$ cat src/rtl/snake_head_ctrl.sv
// rtl/snake_head_ctrl.sv - snake head controller: direction buffering, move ticks, collisions, food score
//
// Ports:
//   clk        system clock
//   reset      asynchronous active-low reset
//   sys        move tick, single-cycle strobe
//   restart    synchronous restart, same values as reset
//   L/U/D/R    direction request levels (priority U > D > L > R)
//   RedPixels  food map, bit i*COLS+j = cell (i,j)
//   GrnPixels  body map, same layout
//   i_head     head row
//   j_head     head column
//   dir        committed direction (0=L 1=U 2=D 3=R)
//   eaten      one-cycle pulse when the head enters a food cell
//   gameOver   high while in OVER
//   score      saturating food count
module snake_head_ctrl #(
    parameter int           ROWS      = 16,
    parameter int           COLS      = 16,
    parameter int           CW        = 5,
    parameter int           WRAP      = 0,
    parameter int           START_I   = 10,
    parameter int           START_J   = 7,
    parameter logic [1:0]   START_DIR = 2'd0,
    parameter int           SCORE_W   = 8
) (
    input  logic                 clk,
    input  logic                 reset,
    input  logic                 sys,
    input  logic                 restart,
    input  logic                 L,
    input  logic                 U,
    input  logic                 D,
    input  logic                 R,
    input  logic [ROWS*COLS-1:0] RedPixels,
    input  logic [ROWS*COLS-1:0] GrnPixels,
    output logic [CW-1:0]        i_head,
    output logic [CW-1:0]        j_head,
    output logic [1:0]           dir,
    output logic                 eaten,
    output logic                 gameOver,
    output logic [SCORE_W-1:0]   score
);

    localparam logic [1:0] DIR_L = 2'd0;
    localparam logic [1:0] DIR_U = 2'd1;
    localparam logic [1:0] DIR_D = 2'd2;
    localparam logic [1:0] DIR_R = 2'd3;

    localparam int NPIX = ROWS * COLS;
    localparam int IW   = (NPIX > 1) ? $clog2(NPIX) : 1;

    localparam logic [CW-1:0]      I_MAX   = CW'(ROWS - 1);
    localparam logic [CW-1:0]      J_MAX   = CW'(COLS - 1);
    localparam logic [CW-1:0]      I_START = CW'(START_I);
    localparam logic [CW-1:0]      J_START = CW'(START_J);
    localparam logic [SCORE_W-1:0] SCORE_SAT = '1;

    typedef enum logic {
        ST_RUN  = 1'b0,
        ST_OVER = 1'b1
    } state_t;

    state_t             r_state, w_state_n;
    logic [1:0]         r_dir, w_dir_n;
    logic [1:0]         r_pend, w_pend_n;
    logic [CW-1:0]      r_i, w_i_n;
    logic [CW-1:0]      r_j, w_j_n;
    logic               r_eaten, w_eaten_n;
    logic [SCORE_W-1:0] r_score, w_score_n;

    logic               w_req_valid;
    logic [1:0]         w_req_dir;
    logic [1:0]         w_cmp_dir;
    logic               w_press_ok;
    logic [CW-1:0]      w_ni, w_nj;
    logic               w_oob;
    logic [IW-1:0]      w_idx;
    logic               w_body, w_food;

    // Request arbitration: U > D > L > R.
    always_comb begin
        w_req_valid = U | D | L | R;
        if (U)      w_req_dir = DIR_U;
        else if (D) w_req_dir = DIR_D;
        else if (L) w_req_dir = DIR_L;
        else        w_req_dir = DIR_R;
    end

    // On a tick cycle the press must be judged against the direction being
    // committed right now (old pend), not the one about to be replaced.
    // The encoding makes the reverse of any direction its bitwise complement.
    always_comb begin
        w_cmp_dir  = sys ? r_pend : r_dir;
        w_press_ok = w_req_valid && (w_req_dir != ~w_cmp_dir);
    end

    // Next head cell from the pending direction. Columns run reversed on the
    // matrix, so L increments j and R decrements it.
    always_comb begin
        w_ni  = r_i;
        w_nj  = r_j;
        w_oob = 1'b0;
        case (r_pend)
            DIR_L: begin
                if (r_j == J_MAX) begin
                    if (WRAP != 0) w_nj = '0;
                    else           w_oob = 1'b1;
                end else begin
                    w_nj = r_j + CW'(1);
                end
            end
            DIR_R: begin
                if (r_j == '0) begin
                    if (WRAP != 0) w_nj = J_MAX;
                    else           w_oob = 1'b1;
                end else begin
                    w_nj = r_j - CW'(1);
                end
            end
            DIR_U: begin
                if (r_i == '0) begin
                    if (WRAP != 0) w_ni = I_MAX;
                    else           w_oob = 1'b1;
                end else begin
                    w_ni = r_i - CW'(1);
                end
            end
            default: begin
                if (r_i == I_MAX) begin
                    if (WRAP != 0) w_ni = '0;
                    else           w_oob = 1'b1;
                end else begin
                    w_ni = r_i + CW'(1);
                end
            end
        endcase
    end

    // When out of range the cell falls back to the current head, which keeps
    // the index inside the maps; w_oob already decides the outcome then.
    always_comb begin
        w_idx  = IW'(w_ni) * IW'(COLS) + IW'(w_nj);
        w_body = GrnPixels[w_idx];
        w_food = RedPixels[w_idx];
    end

    // Next-state and output logic.
    always_comb begin
        w_state_n = r_state;
        w_dir_n   = r_dir;
        w_pend_n  = r_pend;
        w_i_n     = r_i;
        w_j_n     = r_j;
        w_eaten_n = 1'b0;
        w_score_n = r_score;

        if (restart) begin
            w_state_n = ST_RUN;
            w_dir_n   = START_DIR;
            w_pend_n  = START_DIR;
            w_i_n     = I_START;
            w_j_n     = J_START;
            w_score_n = '0;
        end else if (r_state == ST_RUN) begin
            if (sys) begin
                w_dir_n = r_pend;
                if (w_oob || w_body) begin
                    w_state_n = ST_OVER;
                end else begin
                    w_i_n = w_ni;
                    w_j_n = w_nj;
                    if (w_food) begin
                        w_eaten_n = 1'b1;
                        if (r_score != SCORE_SAT) w_score_n = r_score + SCORE_W'(1);
                    end
                end
            end
            if (w_press_ok) w_pend_n = w_req_dir;
        end
    end

    always_ff @(posedge clk or negedge reset) begin
        if (!reset) begin
            r_state <= ST_RUN;
            r_dir   <= START_DIR;
            r_pend  <= START_DIR;
            r_i     <= I_START;
            r_j     <= J_START;
            r_eaten <= 1'b0;
            r_score <= '0;
        end else begin
            r_state <= w_state_n;
            r_dir   <= w_dir_n;
            r_pend  <= w_pend_n;
            r_i     <= w_i_n;
            r_j     <= w_j_n;
            r_eaten <= w_eaten_n;
            r_score <= w_score_n;
        end
    end

    assign i_head   = r_i;
    assign j_head   = r_j;
    assign dir      = r_dir;
    assign eaten    = r_eaten;
    assign gameOver = (r_state == ST_OVER);
    assign score    = r_score;

endmodule

$ cat config.mk
export PLATFORM = sky130hd
export DESIGN_NAME = snake_head_ctrl
export DESIGN_NICKNAME = d
export VERILOG_FILES = /design/src/rtl/snake_head_ctrl.sv
export SDC_FILE = /design/constraint.sdc
export NUM_CORES = 1
export LEC_CHECK = 0
export BUFFER_PORTS_ARGS = -buffer_cell sky130_fd_sc_hd__buf_2
export CAP_MARGIN = 20
export CORE_AREA = 2 2 209 211
export DETAILED_ROUTE_END_ITERATION = 7
export DIE_AREA = 0 0 211 213
export SLEW_MARGIN = 40
export SYNTH_ARGS = -nofsm -noshare
export SYNTH_HDL_FRONTEND = slang
export SYNTH_SLANG_ARGS = --single-unit
$ cat constraint.sdc
create_clock -name clk -period 6.1 [get_ports clk]
set_input_delay 1.83 -clock clk [delete_from_list [all_inputs] [get_ports clk]]
set_output_delay 1.83 -clock clk [all_outputs]
set_load 0.02 [all_outputs]
Word-level counts from Yosys, hierarchy flattened
Index checks and enable logic that the tools add are counted.

Add/subtract/negate cells: 6. Order comparisons: 1. Equal/unequal tests: 11. Multiplexer cells: 47. Bitwise operators: 4. Reduce and logical (&&, ||, !) cells: 14.

Operators by type and width (number): $mux 5 (12); $mux 8 (6); $pmux 5 s2 (2); $mux 2 (9); $bmux 1 s8 (2); $mux 1 (15); $add 5x1->5 const B (2); $eq 5x4->1 const B (2); $logic_not 5->1 (2); $sub 5x1->5 const B (2); $lt 8x9->1 const B (1); $add 8x1->8 const B (1); $add 8x5->8 (1); $ne 8x8->1 const B (1); $reduce_bool 2->1 (4); $reduce_and 6->1 (1); $reduce_and 5->1 (1); $ne 2x2->1 const B (2); $ne 3x2->1 const B (1); $ne 3x3->1 const B (1); $or 1x1->1 (3); $pmux 1 s3 (1); $reduce_and 3->1 (1); $eq 2x1->1 const B (1); 9 further kinds (9).

Bits in registers: 24. Bits of input ports: 520. Output and inout port bits: 22. Word-level logic and storage cells: 91.

Logic depth before layout (Yosys ltp)
Gate-level depths: netlist of the first run.

Word-level depth: 11. Mapped depth: 22. Gate-level depth less buffers: 17.

Worst setup path before layout of the first run
Ideal clock, no wire load.

Path kind: register to register. Start: reg r_i[0], in the netlist i_head[0]. End: reg r_score[4], in the netlist score[4]. Library setup time: 0.078 ns. Data arrival time: 4.395 ns. Required time: 6.022 ns. Setup slack: 1.627 ns. Stages on the path, launching flop included: 19. Path buffers: 2. Clock period less this slack: 4.473 ns. Path through: dfrtp_1 -> inv_1 -> ha_1 -> or4b_2 -> nand2_1 -> nor2_1 -> o31a_1 -> ha_1 -> buf_1 -> clkbuf_1 -> nor2_1 -> o41ai_1 -> o311ai_1 -> or3_1 -> a41oi_1 -> a211oi_2 -> or3b_2 -> or3_1 -> a21oi_1.

Longest elaborated chain between the ends: 9. Elaborated cells between the ends (all ways): 19. Classes of those cells: add/sub (3); eq/ne (2); mux (10); reduce/logical (4).

RTL lines: start, declared (line 67) `logic [CW-1:0] r_i, w_i_n;`; start signal, assigned (line 196) `r_i <= w_i_n;`; $add 5x1->5, or another cell as far along (line 134) `w_ni = r_i + CW'(1);`; $mux 5, on equally long branches (line 130, 122); $pmux 5 s2 (line 104) `case (r_pend)`; $add 8x5->8 (line 143) `w_idx = IW'(w_ni) * IW'(COLS) + IW'(w_nj);`; $bmux 1 s8 (line 144) `w_body = GrnPixels[w_idx];`; $mux 1 (not written as such) (line 144); $logic_or 1x1->1 (line 168) `if (w_oob || w_body) begin`; $ne 2x2->1 (no line); $reduce_and 5->1 (no line) *; end signal, assigned (line 199) `r_score <= w_score_n;`; end, declared (line 70) `logic [SCORE_W-1:0] r_score, w_score_n;`.

Mark *: on every way between the ends. The rest lies on a longest branch, timed or not. The select of a mux whose other input is x is not followed. A chain may end at the register's enable or synchronous reset.

Final worst setup path of the first run
Start: reg r_pend[1]. End: reg r_score[0], in the netlist score[0].

Longest elaborated chain between the ends: 9. Elaborated cells between the ends (all ways): 16. Classes of those cells: add/sub (1); eq/ne (3); mux (7); reduce/logical (5).

RTL lines: start, declared (line 66) `logic [1:0] r_pend, w_pend_n;`; start signal, assigned (line 195) `r_pend <= w_pend_n;`; $eq 2x2->1 / $logic_not 2->1 (equally long branches) (line 104); $reduce_or 2->1 (no line); $pmux 5 s2 (line 104); $add 8x5->8 (line 143); $bmux 1 s8 (line 144); $mux 1 (not written as such) (line 144); $logic_or 1x1->1 (line 168); $ne 2x2->1 (no line); $reduce_and 5->1 (no line) *.

Marks and branches as above.

==> flow_summary.yaml, run 1 <==
logic_synthesis:
  ys_seq_area_share_pct: 8.78
  avgSynthCellArea_um2: 6.48
  netlist_top_cells_area: "nand2_1 17%, mux2i_1 15%, dfrtp_1 6.9%, nand3_1 5.6%, a211oi_1 3.3%"
  yosys.area.top_type_share_pct: 16.6
  synth-main-ff-cell: "dfrtp_1"
  synth-seq-cells: 24
  ys_async_sr_fraction_pct: 100
  synth-edff-count: 0
  synth_area_um2: 6910
  yosys.cell_types.count: 83
  yosys_warnings: 0
  synthCells: 1066
  synthesis.nets: 1598
  synth_top_area_cell: "nand2_1"
final_layout:
  nets: 2087
  syn2layout_area_growth_pct: 48.7
  stdcell_count: 2102
  mostFrequentLayoutCells: "541 x buf_2, 304 x nand2_1, 101 x mux2i_1"
  drive_gt1_share_pct: 39.7
  final_common_cell: "buf_2"
placement:
  place_hpwl_um: 42400
  io_buffers: 541
  routabilityCongestion: 0.951
  placed_cells: 2096
setup_path:
  cp.arrival_ps: 5800
  slowest_stage: "o32ai_1"
  cp_max_fo: 28
  path_class: "register to register"
  crit_chain: "ha_1, nor3b_1, a221o_1, buf_4, nand2_4, buf_4, o32ai_1, nor4_1, or4_1, o31ai_1, o211ai_2, nand2_2, nor2_1, mux2_2"
  r2r_setup_slack_ps: 450
  path_buf_inv: 2
  setup.worst_path.start_class: "register"
  path_common_cell: "buf_4"
  end_kind: "register"
  crit_family: "simple AND/OR/NAND/NOR gates"
  required_ps: 6250
  critPathMaxStageDelay_ps: 620
global_routing:
  grt_start_max_net_pins: 60
  grt_pass1_vias: 10500
  antenna_found_initial: 6
  grt_util_all_layers_pct: 21.6
  grt_first_pass_wirelength_um: 70800
  overflow: 0
pwr:
  ir_drop_uv: 321
  pwr-share-clk_pct: 2.9
  p_int_w: 0.00234
  power_frac_seq_pct: 4.0
  p_comb_share_pct: 93.2
  switching_share_pct: 65.8
  power.switching_w: 0.00449
  leakagePower_nw: 5.05
  powerDensity_nw_per_um2: 664
drt:
  dr_total_vias: 10800
  drc: 0
  ant_nets: 0
  dr.pass1.iters: 7
  drt-total-wl_um: 51300
  first_iter_violations: 766
  vias_per_cell: 5.14
  avgRoutedWirePerCell_um: 24.4
clocking:
  numCtsBuffers: 3
  cts.clk_slew.worst_paths_ps: 70
  cts_buffer_depth: 2
  cts-resized-gates: 0
  cts_sinks: 24
  cts-root-buf: "clkbuf_16"
  cts_setup_buffers: 0
  cts_tree: "done"
  ctsHoldBuffers: 0
  htreeDepth: 1
  clkLatencyLatePin_ps: 260
timing:
  slew_headroom_pct: 44.7
  setup_viol: 0
  layout_min_cycle_time_ps: 5650
  clock_skew_ps: 5.34
  max_freq_mhz: 177
  rsz0062_at_grt: "false"
  worst_pin_slew_ps: 829
  finalSetupTns_ps: 0
  fin_crit_sh_pct: 92.6
  slew_viol_final: 0
  hold_viol: 0
die:
  dieWidth_um: 211
  io_pins: 542
  std_cell_rows: 76
  coreArea_um2: 42700
  start_util_pct: 16.2
  die_y_um: 213
  die_area_um2: 44900
job:
  maxCapViolCount: 0
status:
  status: "finished clean"
hold_path:
  hold_class: "register to register"
cells in the mapped netlist (all sizes together), types with 6 or more instances:
| master | instances |
|---|---|
| a32oi | 20 |
| nor3 | 18 |
| nor4 | 11 |
| a311oi | 10 |
| a211oi | 31 |
| clkbuf | 29 |
| a21oi | 40 |
| nand4 | 11 |
| mux2i | 101 |
| buf | 65 |
| o211ai | 11 |
| and3 | 26 |
| inv | 15 |
| mux2 | 6 |
| or4 | 8 |
| and2 | 6 |
| a31oi | 22 |
| o31ai | 9 |
| nand2b | 8 |
| ha | 12 |
| nand2 | 307 |
| o22ai | 8 |
| a2111oi | 16 |
| nor4b | 11 |
| dfrtp | 19 |
| o21ai | 18 |
| or3 | 6 |
| nor2 | 42 |
| nand3 | 78 |
state kept, by name, summed over array words and instances (netlist names):
signal	flops
eaten	1
i_head	5
r_pend	2
dir	2
j_head	5
score	8
gameOver	1
path summary, 6_finish.rpt:
path                             end  startpoint  cells after the start
min                           dir[0]      dir[0]                      2
min in group asynchronous  i_head[2]       reset                      1
max                         score[0]   r_pend[1]                     14
min reg2reg                   dir[0]      dir[0]                      2
max reg2reg                 score[0]   r_pend[1]                     14
max in group asynchronous   score[7]       reset                      1
cell families after synthesis:
| logic type | after synthesis | share of synthesized area, % |
|---|---|---|
| AOI/OAI and AO/OA | 257 | 27.9 |
| xor gates and xnor gates | 4 | 0.507 |
| adders and majority gates | 12 | 2.17 |
| buffers and inverters | 109 | 7.91 |
| DFF | 24 | 8.78 |
| muxes | 107 | 15.6 |
| and+or+nand+nor | 553 | 37.1 |
metrics by stage:
stage	cell area (µm²)	total power, W	util (%)	hold WS, ps	worst slack [ps]
final	10300	0.00683	24.1	571	453
after global routing	10300	0.00728	24.1	604	260
after CTS	10300	0.00685	24.0	580	488
after detailed placement	10200	0.00663	23.8	562	488
after global placement	10200	0.00659	23.8	551	544
after floorplan	6910	0.00420	-	576	1630
worst reg2reg max path: stages, from the launching register on:
cell,delay [ps]
dfrtp_1,430
ha_1,450
nor3b_1,460
a221o_1,570
buf_4,330
nand2_4,280
buf_4,370
o32ai_1,620
nor4_1,140
or4_1,620
o31ai_1,320
o211ai_2,190
nand2_2,360
nor2_1,110
mux2_2,280
power groups by stage:
stage                     Clock, W  Combinational [W]  Sequential, W
after CTS                 0.000200            0.00638       0.000268
after detailed placement         0            0.00636       0.000271
after global routing      0.000205            0.00680       0.000277
after global placement           0            0.00632       0.000269
after floorplan                  0            0.00393       0.000272
final                     0.000195            0.00636       0.000271
cell type report:
type | count | area (µm²)
diodes | 2 | 5.00
clock buffers | 3 | 75.1
clock inverters | 1 | 30.0
fillers | 4856 | 32400
inverters | 15 | 56.3
multi-input cells | 933 | 5800
flip-flops and latches | 24 | 607
well taps | 546 | 683
repair buffers | 578 | 3020
per-layer routing:
metal | GRT usage [%] | share of wire, %
met1 | 27.7 | 42
met2 | 37.6 | 47
met3 | 3.07 | 7.1
met4 | 6.07 | 3.0
met5 | 0 | 0.11
Note: power is estimated with default switching activity, not from simulation.
==> inputs of run 2 (changes only) <==
ABC_AREA = 1   (was default)
==> run 2 against run 1 <==
Compared with the run above: wire length decreased by 11%; worst hold slack got worse by 63 ps; sequential power increased by 15%; clock-buffer cell count increased by 1; fmax increased by 23%; first-iteration DRC count increased by 17%; core utilization increased by 2.6 points; largest power group unchanged.
==> flow_summary.yaml, run 2 <==
status:
  status: "finished clean"
drt:
  drt-total-wl_um: 45800
  first_iter_violations: 894
  ant_nets: 0
  dr_total_vias: 12300
  avgRoutedWirePerCell_um: 17.4
  dr.pass1.iters: 7
  drc: 0
  vias_per_cell: 4.66
logic_synthesis:
  synth-seq-cells: 24
  synthCells: 1636
  synth-edff-count: 0
  post-synth-top-count-cell: "nand2_1"
  synthesis.nets: 2168
  synth-main-ff-cell: "dfrtp_1"
  yosys.area.top_type_share_pct: 24.0
  synth_simple_gate_area_share_pct: 61.3
  avgSynthCellArea_um2: 5.08
  synth_common_cells: "532 x nand2_1, 398 x nand3_1, 246 x inv_1"
  ys_async_sr_fraction_pct: 100
  synth_top_area_cell: "nand2_1"
  synth-compound-area-share_pct: 8.82
  synth_top_family_by_area: "simple AND/OR/NAND/NOR gates"
  synth_area_um2: 8310
  yosys.cell_types.count: 32
  yosys_warnings: 0
  ys_seq_area_share_pct: 7.30
  synth_mux_area_share_pct: 0
  synth_xor_area_share_pct: 1.16
  synth-adder-area-share_pct: 1.81
  netlist_top_cells_area: "nand2_1 24%, nand3_1 24%, inv_1 11%, nand3b_1 9.0%, dfrtp_1 5.7%"
timing:
  clock_skew_ps: 2.39
  setup_viol: 0
  fin_crit_sh_pct: 75.2
  hold_viol: 0
  setup_ws_ps: 1510
  worst_pin_slew_ps: 706
  max_freq_mhz: 218
  slew_headroom_pct: 52.9
  rsz0062_at_grt: "false"
  layout_min_cycle_time_ps: 4590
  slew_viol_final: 0
  finalSetupTns_ps: 0
placement:
  place_area_um2: 11300
  place_hpwl_um: 36300
  routabilityCongestion: 0.867
  post-place-ws_ps: 1510
  io_buffers: 541
  placed_cells: 2625
setup_path:
  slowest_stage: "inv_4"
  cp.arrival_ps: 4740
  setup.worst_path.start_class: "register"
  path_common_cell: "nand2_1"
  crit_chain: "inv_1, ha_1, inv_1, nand3_2, nand2_4, nand2_8, inv_4, buf_4, nand2_1, nand2_1, nand2_1, nand3_1, nand3_1, nand3_1, nand3_1, nand3_1, nand3_1, nand2_1, nand2_1, nand2_4, nand3_4, nand2_1, nand2_1"
  required_ps: 6250
  cp_max_fo: 49
  critPathMaxStageDelay_ps: 600
  end_kind: "register"
  path_class: "register to register"
final_layout:
  fillers: 5075
  syn2layout_area_growth_pct: 37.1
  final_common_cell: "buf_2"
  design_area_um2: 11400
  multiInputGateArea_um2: 6120
  drive_gt1_share_pct: 28.7
  regArea_um2: 607
  fin_util_pct: 26.7
  mostFrequentLayoutCells: "541 x buf_2, 531 x nand2_1, 398 x nand3_1"
  largest_reg_flops: 8
  nets: 2616
  stdcell_count: 2631
clocking:
  cts_setup_buffers: 0
  htreeDepth: 1
  cts_buffer_depth: 2
  numCtsBuffers: 3
  cts_sinks: 24
  cts-root-buf: "clkbuf_16"
  cts.clk_slew.worst_paths_ps: 60
  ctsHoldBuffers: 0
  cts-resized-gates: 0
  clkLatencyLatePin_ps: 260
  cts_tree: "done"
pwr:
  ir_drop_uv: 314
  powerDensity_nw_per_um2: 650
  leakagePower_nw: 6.62
global_routing:
  grt_pass1_vias: 11500
  antenna_found_initial: 7
  overflow: 0
  grt_util_all_layers_pct: 19.1
  grt_start_max_net_pins: 108
  grt_first_pass_wirelength_um: 66200
job:
  maxCapViolCount: 0
die:
  std_cell_rows: 76
  io_pins: 542
  die_y_um: 213
  die_area_um2: 44900
  start_util_pct: 19.5
  dieWidth_um: 211
  coreArea_um2: 42700
hold_path:
  hold_class: "register to register"
[run 2: cell count changes in the layout (fill, tap and decap cells not counted), moves of 20 or more]
cell | before | now
a211oi_1 | 30 | 2
a31oi_1 | 22 | 0
a32oi_1 | 20 | 0
and3_1 | 26 | 0
inv_1 | 15 | 244
mux2i_1 | 101 | 0
nand2_1 | 304 | 531
nand3_1 | 78 | 398
nand3b_1 | 2 | 100
o211ai_1 | 10 | 52
[run 2: power by group]
group	switching [W]	internal, W
clock network	0.0000560	0.0000894
logic	0.00485	0.00210
registers	0.0000897	0.000222
total	0.00499	0.00241
[run 2: layout make-up]
cell class / instances / share of cell area (%)
multi-input cells: 1237 / 53.7
repair buffers: 569 / 25.9
inverters: 249 / 8.26
well taps: 546 / 6.00
flip-flops and latches: 24 / 5.33
clock buffers: 4 / 0.692
diodes: 2 / 0.0439
[run 2: routing by layer]
metal  share of wire, %  track usage, %
met3                5.9            2.02
met2                 49            35.4
met1                 42            23.1
met5              0.063               0
met4                3.0            5.90
[run 2: worst paths after layout]
check,end,start,depth (start not counted),slack [ps]
setup / recovery,score[2],r_pend[0],23,1510
hold / removal,score[3],score[3],2,510
setup reg to reg,score[2],r_pend[0],23,1510
hold reg to reg,score[3],score[3],2,510
max in group asynchronous,i_head[1],reset,1,4170
min in group asynchronous,dir[0],reset,1,1550
[run 2: stage by stage]
stage	power [W]	hold slack [ps]
final	0.00740	508
after global placement	0.00737	503
after floorplan	0.00519	537
after CTS	0.00753	509
after global routing	0.00818	556
after detailed placement	0.00737	495
[run 2: logic make-up (layout without fill, tap and decap cells)]
kind of cell,Yosys count,count (layout)
other,0,2
flip-flops,24,24
adder cells (fa/ha/maj),12,12
AND/OR/NAND/NOR,1096,1096
XOR/XNOR,11,11
AO/OA/AOI/OAI,118,118
buffers and inverters,375,822
[run 2: worst max-delay path, delay by kind of cell (launching register included)]
family	cells	cell delay, ps
adders and majority gates	1	350
buffers and inverters	4	1520
DFF	1	370
and+or+nand+nor	18	2150
